File: config.mk
export PLATFORM = sky130hd
export DESIGN_NAME = serial_subtractor
export DESIGN_NICKNAME = d
export VERILOG_FILES = /design/src/rtl/serial_subtractor.sv
export SDC_FILE = /design/constraint.sdc
export NUM_CORES = 1
export LEC_CHECK = 0
export CAP_MARGIN = 20
export CORE_MARGIN = 5
export CORE_UTILIZATION = 44
export DETAILED_ROUTE_END_ITERATION = 8
export PLACE_DENSITY = 0.71
export SLEW_MARGIN = 20
export SYNTH_ARGS = -nofsm -noshare
export SYNTH_HDL_FRONTEND = slang
export SYNTH_SLANG_ARGS = --single-unit
File: constraint.sdc
create_clock -name clk -period 1.2 [get_ports clk]
set_input_delay 0.3 -clock clk [delete_from_list [all_inputs] [get_ports clk]]
set_output_delay 0.3 -clock clk [all_outputs]
set_load 0.01 [all_outputs]
File: src/rtl/serial_subtractor.sv
// ---------------------------------------------------------------------------
// serial_subtractor
//
// Bit-serial two's-complement subtractor. Two WIDTH-bit operands are captured
// on an accepted start and shifted LSB-first through a 1-bit full subtractor
// with a registered borrow. The difference is assembled MSB-in in a
// right-shifting result register.
//
// Handshake: start is sampled only in IDLE. busy is high while shifting, and
// done pulses for exactly one cycle when Diff/Bout hold the finished result.
//
// Optional feature: define SERIAL_SUB_OVF_EN to add the ovf output, which
// reports signed overflow of the subtraction.
//
// Ports:
//   clk    in   rising-edge clock
//   reset  in   synchronous active-high reset
//   start  in   operation request (IDLE only)
//   DATAa  in   minuend, WIDTH bits
//   DATAb  in   subtrahend, WIDTH bits
//   busy   out  high while in SHIFT
//   done   out  one-cycle result-valid pulse
//   Diff   out  DATAa - DATAb mod 2^WIDTH
//   Bout   out  final borrow (DATAa < DATAb unsigned)
//   ovf    out  signed overflow (only with SERIAL_SUB_OVF_EN)
// ---------------------------------------------------------------------------
module serial_subtractor #(
    parameter int WIDTH = 4
) (
    input  logic             clk,
    input  logic             reset,
    input  logic             start,
    input  logic [WIDTH-1:0] DATAa,
    input  logic [WIDTH-1:0] DATAb,
    output logic             busy,
    output logic             done,
    output logic [WIDTH-1:0] Diff,
    output logic             Bout
`ifdef SERIAL_SUB_OVF_EN
    ,
    output logic             ovf
`endif
);

    localparam int CW = $clog2(WIDTH + 1);

    typedef enum logic [1:0] {
        IDLE  = 2'd0,
        SHIFT = 2'd1,
        DONE  = 2'd2
    } state_t;

    state_t           state;
    state_t           state_next;
    logic             capture;
    logic             shift_en;

    logic [WIDTH-1:0] a_reg;
    logic [WIDTH-1:0] b_reg;
    logic             brw;
    logic [CW-1:0]    cnt;

    logic             a_bit;
    logic             b_bit;
    logic             d_bit;
    logic             brw_next;
    logic             last_shift;

    // 1-bit full subtractor on the current LSBs.
    assign a_bit      = a_reg[0];
    assign b_bit      = b_reg[0];
    assign d_bit      = a_bit ^ b_bit ^ brw;
    assign brw_next   = (~a_bit & b_bit) | (~(a_bit ^ b_bit) & brw);
    assign last_shift = (cnt == CW'(WIDTH - 1));

    // State register
    always_ff @(posedge clk) begin
        if (reset) begin
            state <= IDLE;
        end else begin
            state <= state_next;
        end
    end

    // Next-state and handshake outputs
    always_comb begin
        state_next = state;
        busy       = 1'b0;
        done       = 1'b0;
        capture    = 1'b0;
        shift_en   = 1'b0;
        case (state)
            IDLE: begin
                if (start) begin
                    capture    = 1'b1;
                    state_next = SHIFT;
                end
            end
            SHIFT: begin
                busy     = 1'b1;
                shift_en = 1'b1;
                if (last_shift) begin
                    state_next = DONE;
                end
            end
            DONE: begin
                // start is deliberately not looked at here.
                done       = 1'b1;
                state_next = IDLE;
            end
            default: begin
                state_next = IDLE;
            end
        endcase
    end

    // Datapath
    always_ff @(posedge clk) begin
        if (reset) begin
            a_reg <= '0;
            b_reg <= '0;
            brw   <= 1'b0;
            cnt   <= '0;
            Diff  <= '0;
            Bout  <= 1'b0;
`ifdef SERIAL_SUB_OVF_EN
            ovf   <= 1'b0;
`endif
        end else if (capture) begin
            a_reg <= DATAa;
            b_reg <= DATAb;
            brw   <= 1'b0;
            cnt   <= '0;
        end else if (shift_en) begin
            a_reg <= a_reg >> 1;
            b_reg <= b_reg >> 1;
            Diff  <= {d_bit, Diff[WIDTH-1:1]};
            brw   <= brw_next;
            cnt   <= cnt + CW'(1);
            if (last_shift) begin
                Bout <= brw_next;
`ifdef SERIAL_SUB_OVF_EN
                // On the last shift the LSBs are the operand sign bits.
                ovf  <= (a_bit != b_bit) && (d_bit != a_bit);
`endif
            end
        end
    end

endmodule

==> results.cfg, run 1 <==
[yosys]
yosysSeqAreaShare = 0.425
synthFlopType = dfxtp_1
synth_commonest_cells = dfxtp_1, nand2_1, a21oi_1
main_area_contributors_after_synthesis = dfxtp_1, a21oi_1, nand2_1
post_synth_top_area_share = 0.425
post_synth_instance_area_sq_um = 895
yosys_register_bits = 19
syn-mean-instance-area_sq_um = 9.52
synth-async-reset-ratio = 0
synth_edf_count = 0
netlist-cell-type-count = 29
synth_area_leader_cell = dfxtp_1
yosysWarningCount = 0
most_frequent_cell_after_synthesis = dfxtp_1
synth.net_count = 108
post_synth_inst_count = 94

[place]
gpl.final_weighted_congestion = 0.721
count_of_buffers_inserted_at_the_top_level_ports = 17
dp_hpwl_mm = 1.33

[pwr]
finalPower_w = 0.00136
total_internal_power_w = 0.000982
power_frac_comb = 0.258
switchingPower_w = 0.000380
netSwitchingFraction = 0.279
power_frac_seq = 0.507
clock_network_fraction_of_design_power = 0.234
power.leakage_nw = 0.495
power.ir.vdd_worst_mv = 0.618
pwr_density_cell_nw_per_um2 = 1010

[grt]
grt_first_pass_wirelength_mm = 3.19
grt_max_degree = 18
grt_remaining_overflow = 0
antenna_found_initial = 0
grt.total_usage = 0.150
first_global_vias = 738

[run_status]
failed_checks = negative setup slack
status = complete, but fails checks

[critical_path]
start_kind = flop
critPathTopFamily = flip-flops
cell_with_the_largest_stage_delay_on_the_worst_path = dfxtp_4
critical_path_buf_inv_count = 1
worstSetupEndpointType = output port
timing.setup.critical_path_class = reg2out
critical_path_peak_fanout = 3
crit_arrival_ns = 1.01
critical-path-max-stage-delay_ns = 0.38
path_cells = and2b_2, buf_6
cp.required_ns = 0.90
r2r_slack_ns = -0.05

[floorplan]
floorplan.initialDensity = 0.461
std_cell_rows = 16
chipWidth_microns = 55.1
die_area_sq_um = 3030
die_height_microns = 55.1
core_sq_um = 1940
pin_count = 18

[cells_and_area]
antennaDiodeCount = 0
area.growth.synth_to_final_pct = 51.3
final_layout_size_suffix_gt1_frac = 0.520
finish.net_count = 140

[detailed_routing]
avgViaCountPerCell = 4.95
detail_route.first_pass.iterations = 4
wl_per_cell_microns = 13.6
final_antenna_net_count = 0
drt_wl_total_mm = 2.06
dr_total_vias = 752
drcViolationCount = 0
detail_route.iter0.violations = 7

[sta]
finalSetupTns_ns = -0.437
min_period_ns = 1.31
finalWorstSetupSlack_ns = -0.110
maxClockFrequency_ghz = 0.763
slew_headroom = 0.841
final.period_utilization = 1.09
report.final.hold_viol_count = 0
unrepaired_setup_endpoints_after_global_routing = yes
final-setup-viol-count = 11
timing_worst_slew_pin_value_ns = 0.238
finalMaxSlewViolations = 0
timing.clock.skew_ns = 0.00195

[cts]
cts_root_buf = clkbuf_4
tritoncts.num_buffers = 3
h-tree-depth = 1
insertion_delay_ns = 0.30
clkTransAtPathRegs_ns = 0.10
clockBufferDepth = 2
tritoncts_clock_tree = built
cts.sink_count = 19

[job]
maxCapViolations = 0

[hold_path]
hold_path.class = reg2reg
layout make-up:
| type | count | area [sq um] |
|---|---|---|
| sequential | 19 | 394 |
| multi-input combinational | 66 | 561 |
| fill | 144 | 588 |
| timing repair buffer | 32 | 319 |
| tap | 27 | 33.8 |
| inverter | 4 | 20.0 |
| clock buffer | 4 | 26.3 |
cells in the final DEF, fill, tap and decap left out, types with 3 or more instances in the layout:
| cell type | n |
|---|---|
| buf_6 | 6 |
| clkbuf_4 | 3 |
| nor2_1 | 5 |
| dfxtp_1 | 12 |
| inv_1 | 3 |
| a21oi_2 | 5 |
| nor2_4 | 3 |
| nand2_1 | 12 |
| buf_4 | 8 |
| a21oi_1 | 8 |
| clkbuf_2 | 3 |
| a211oi_2 | 4 |
| clkdlybuf4s50_1 | 9 |
| dfxtp_2 | 5 |
through the flow:
| step | cells | cell area (sq um) | hold slack, ns | setup WS (ns) | utilization |
|---|---|---|---|---|---|
| 6_report | 152 | 1350 | 0.465 | -0.110 | 0.697 |
| 2_1_floorplan | 94 | 895 | 0.436 | 0.0345 | - |
| 4_1_cts | 151 | 1290 | 0.469 | -0.115 | 0.663 |
| 3_5_place_dp | 143 | 1150 | 0.456 | -0.463 | 0.590 |
| 3_3_place_gp | 143 | 1150 | 0.444 | -0.421 | 0.590 |
| 5_1_grt | 152 | 1350 | 0.499 | -0.154 | 0.697 |
kinds of logic (layout without fill, tap and decap cells):
family	after synthesis	in the layout	share of synthesized area
AO/OA/AOI/OAI	22	22	0.196
flip-flops	19	19	0.425
buffers and inverters	9	40	0.0671
AND/OR/NAND/NOR	39	39	0.241
adder cells (fa/ha/maj)	3	3	0.0503
multiplexers	1	1	0.0112
XOR/XNOR	1	1	0.00979
power by group through the flow:
stage / combinational, W / sequential (W) / clock (W)
2_1_floorplan: 0.000167 / 0.000705 / 0
3_3_place_gp: 0.000263 / 0.000703 / 0
3_5_place_dp: 0.000267 / 0.000704 / 0
4_1_cts: 0.000314 / 0.000689 / 0.000331
5_1_grt: 0.000384 / 0.000697 / 0.000354
6_report: 0.000352 / 0.000691 / 0.000319
per-layer routing:
metal / part of all wire / GRT usage
met1: 0.41 / 0.196
met2: 0.53 / 0.226
met3: 0.044 / 0.0375
met5: 0 / 0
met4: 0.018 / 0.0769
path summary, 6_finish.rpt:
check	start	endpoint	depth (start not counted)
max	state[0]	done	2
min reg2reg	Diff[0]	Diff[0]	2
min	Diff[0]	Diff[0]	2
max reg2reg	state[1]	a_reg[2]	4
repair_timing:
action	CTS	global route
setup endpoints to repair	21	20
pin swaps	9	13
hold buffers	0	0
buffers inserted	4	1
gates cloned	0	0
resized for setup	43	23
worst min-delay path, stage by stage, from the launching register on:
cell and delay [ns]:
dfxtp_1 0.32, nand2_1 0.05, a21oi_1 0.06
No activity file was read; power rests on OpenSTA's default activity.
==> inputs of run 2 (changes only) <==
--- a/config.mk
+++ b/config.mk
@@ -5,7 +5,6 @@
 export SDC_FILE = /design/constraint.sdc
 export NUM_CORES = 1
 export LEC_CHECK = 0
-export CAP_MARGIN = 20
 export CORE_MARGIN = 5
 export CORE_UTILIZATION = 44
 export DETAILED_ROUTE_END_ITERATION = 8
==> results of run 2 <==
The final DEF is identical to that of run 1; final timing and power are the same.
==> inputs of run 3 (changes only) <==
--- a/config.mk
+++ b/config.mk
@@ -9,6 +9,7 @@
 export CORE_UTILIZATION = 44
 export DETAILED_ROUTE_END_ITERATION = 8
 export PLACE_DENSITY = 0.71
+export SKIP_LAST_GASP = 1
 export SLEW_MARGIN = 20
 export SYNTH_ARGS = -nofsm -noshare
 export SYNTH_HDL_FRONTEND = slang
==> run 3 against run 2 <==
Net effect:
- the run still ends with negative setup slack left
- first-iteration DRC count fell by 14%
- global-route usage did not move
- combinational power fell by 1%
- critical path depth did not move
- flip-flop and latch count did not move
- total power fell by 0.16%
- hold slack barely moved
- via count fell by 0.27%
- worst setup slack got worse by 0.0016 ns
- cell count did not move
- critical path type unchanged
- largest power group unchanged
- highest routed layer unchanged
==> results.cfg, run 3 (synthesized netlist as in run 1, its figures left out) <==
[sta]
timing.clock.skew_ns = 0.00125
final-setup-viol-count = 11
maxClockFrequency_ghz = 0.762
finalWorstSetupSlack_ns = -0.112
report.final.hold_viol_count = 0
final.period_utilization = 1.09
slew_headroom = 0.840
finalMaxSlewViolations = 0
timing_worst_slew_pin_value_ns = 0.239
min_period_ns = 1.31
finalSetupTns_ns = -0.453
unrepaired_setup_endpoints_after_global_routing = yes

[critical_path]
crit_arrival_ns = 1.01
start_kind = flop
cp.required_ns = 0.90
worstSetupEndpointType = output port
critical_path_peak_fanout = 3
timing.setup.critical_path_class = reg2out

[pwr]
power.leakage_nw = 0.488
power.ir.vdd_worst_mv = 0.619
pwr_density_cell_nw_per_um2 = 1010

[cells_and_area]
final_layout_size_suffix_gt1_frac = 0.520
area.growth.synth_to_final_pct = 50.3
final_standard_cell_count_with_taps_included_and_fillers_excluded = 152
antennaDiodeCount = 0
finish.net_count = 140
final_cell_mix = dfxtp_1, nand2_1, clkdlybuf4s50_1

[grt]
antenna_found_initial = 0
grt_remaining_overflow = 0
grt_max_degree = 18
first_global_vias = 738
grt_first_pass_wirelength_mm = 3.19
grt.total_usage = 0.150

[floorplan]
core_sq_um = 1940
die_height_microns = 55.1
floorplan.initialDensity = 0.461
pin_count = 18
chipWidth_microns = 55.1
die_area_sq_um = 3030
std_cell_rows = 16

[job]
maxCapViolations = 0

[cts]
tritoncts_clock_tree = built
insertion_delay_ns = 0.30
clockBufferDepth = 2
clkTransAtPathRegs_ns = 0.10
cts.sink_count = 19
cts_root_buf = clkbuf_4
tritoncts.num_buffers = 3
cts_hold_repair.buffers = 0
h-tree-depth = 1

[detailed_routing]
detail_route.first_pass.iterations = 4
drt_wl_total_mm = 2.06
wl_per_cell_microns = 13.5
dr_total_vias = 750
avgViaCountPerCell = 4.93
detail_route.iter0.violations = 6
drcViolationCount = 0
final_antenna_net_count = 0

[place]
dp_hpwl_mm = 1.33
gpl.final_weighted_congestion = 0.721
count_of_buffers_inserted_at_the_top_level_ports = 17
place.detailed.instances = 143

[hold_path]
hold_path.class = reg2reg

[run_status]
failed_checks = negative setup slack
status = complete, but fails checks
==> run 3: cell counts in the layout (fill, tap and decap cells not counted) <==
No cell type changed its count.
==> run 3: final cells by class <==
type | instances | area (sq um)
inverter | 4 | 20.0
sequential | 19 | 394
tap | 27 | 33.8
multi-input combinational | 66 | 556
clock buffer | 4 | 26.3
fill | 148 | 597
timing repair buffer | 32 | 315
==> run 3: worst paths after layout <==
path | start | endpoint | slack (ns) | cells after the start
max | state[0] | done | -0.11 | 2
min | Diff[0] | Diff[0] | 0.47 | 2
min reg2reg | Diff[0] | Diff[0] | 0.47 | 2
max reg2reg | state[1] | a_reg[2] | -0.05 | 4
==> run 3: per-layer routing <==
| layer | up-vias | global-route usage | wire length (microns) |
|---|---|---|---|
| li1 | 381 | - | - |
| met2 | 13 | 0.226 | 1070 |
| met5 | - | 0 | 0 |
| met3 | 5 | 0.0375 | 91 |
| met1 | 351 | 0.196 | 858 |
| met4 | 0 | 0.0769 | 37 |
==> run 3: where the power goes <==
part / leakage [nW] / total (W) / switching, W / internal [W]
sequential: 0.159 / 0.000691 / 0.0000235 / 0.000667
clock: 0.0150 / 0.000321 / 0.000192 / 0.000130
combinational: 0.314 / 0.000348 / 0.000166 / 0.000182
==> run 3: critical path: stages, from the launching register on <==
cell     delay (ns)
dfxtp_4        0.38
and2b_2        0.22
buf_6          0.12
==> run 3: stage by stage <==
stage	power, W	setup WS [ns]	hold slack (ns)	area (sq um)	util
after floorplan	0.000872	0.0345	0.436	895	-
after global placement	0.000965	-0.421	0.444	1150	0.590
after detailed placement	0.000972	-0.463	0.456	1150	0.590
after CTS	0.00133	-0.115	0.469	1290	0.663
after global routing	0.00143	-0.154	0.499	1350	0.693
final	0.00136	-0.112	0.465	1350	0.693
==> run 3: repair_timing <==
item                                    4_1_cts  5_1_grt
buffers inserted                              4        1
gates resized for setup                      43       21
pin swaps                                     9       13
endpoints found under the setup margin       21       20
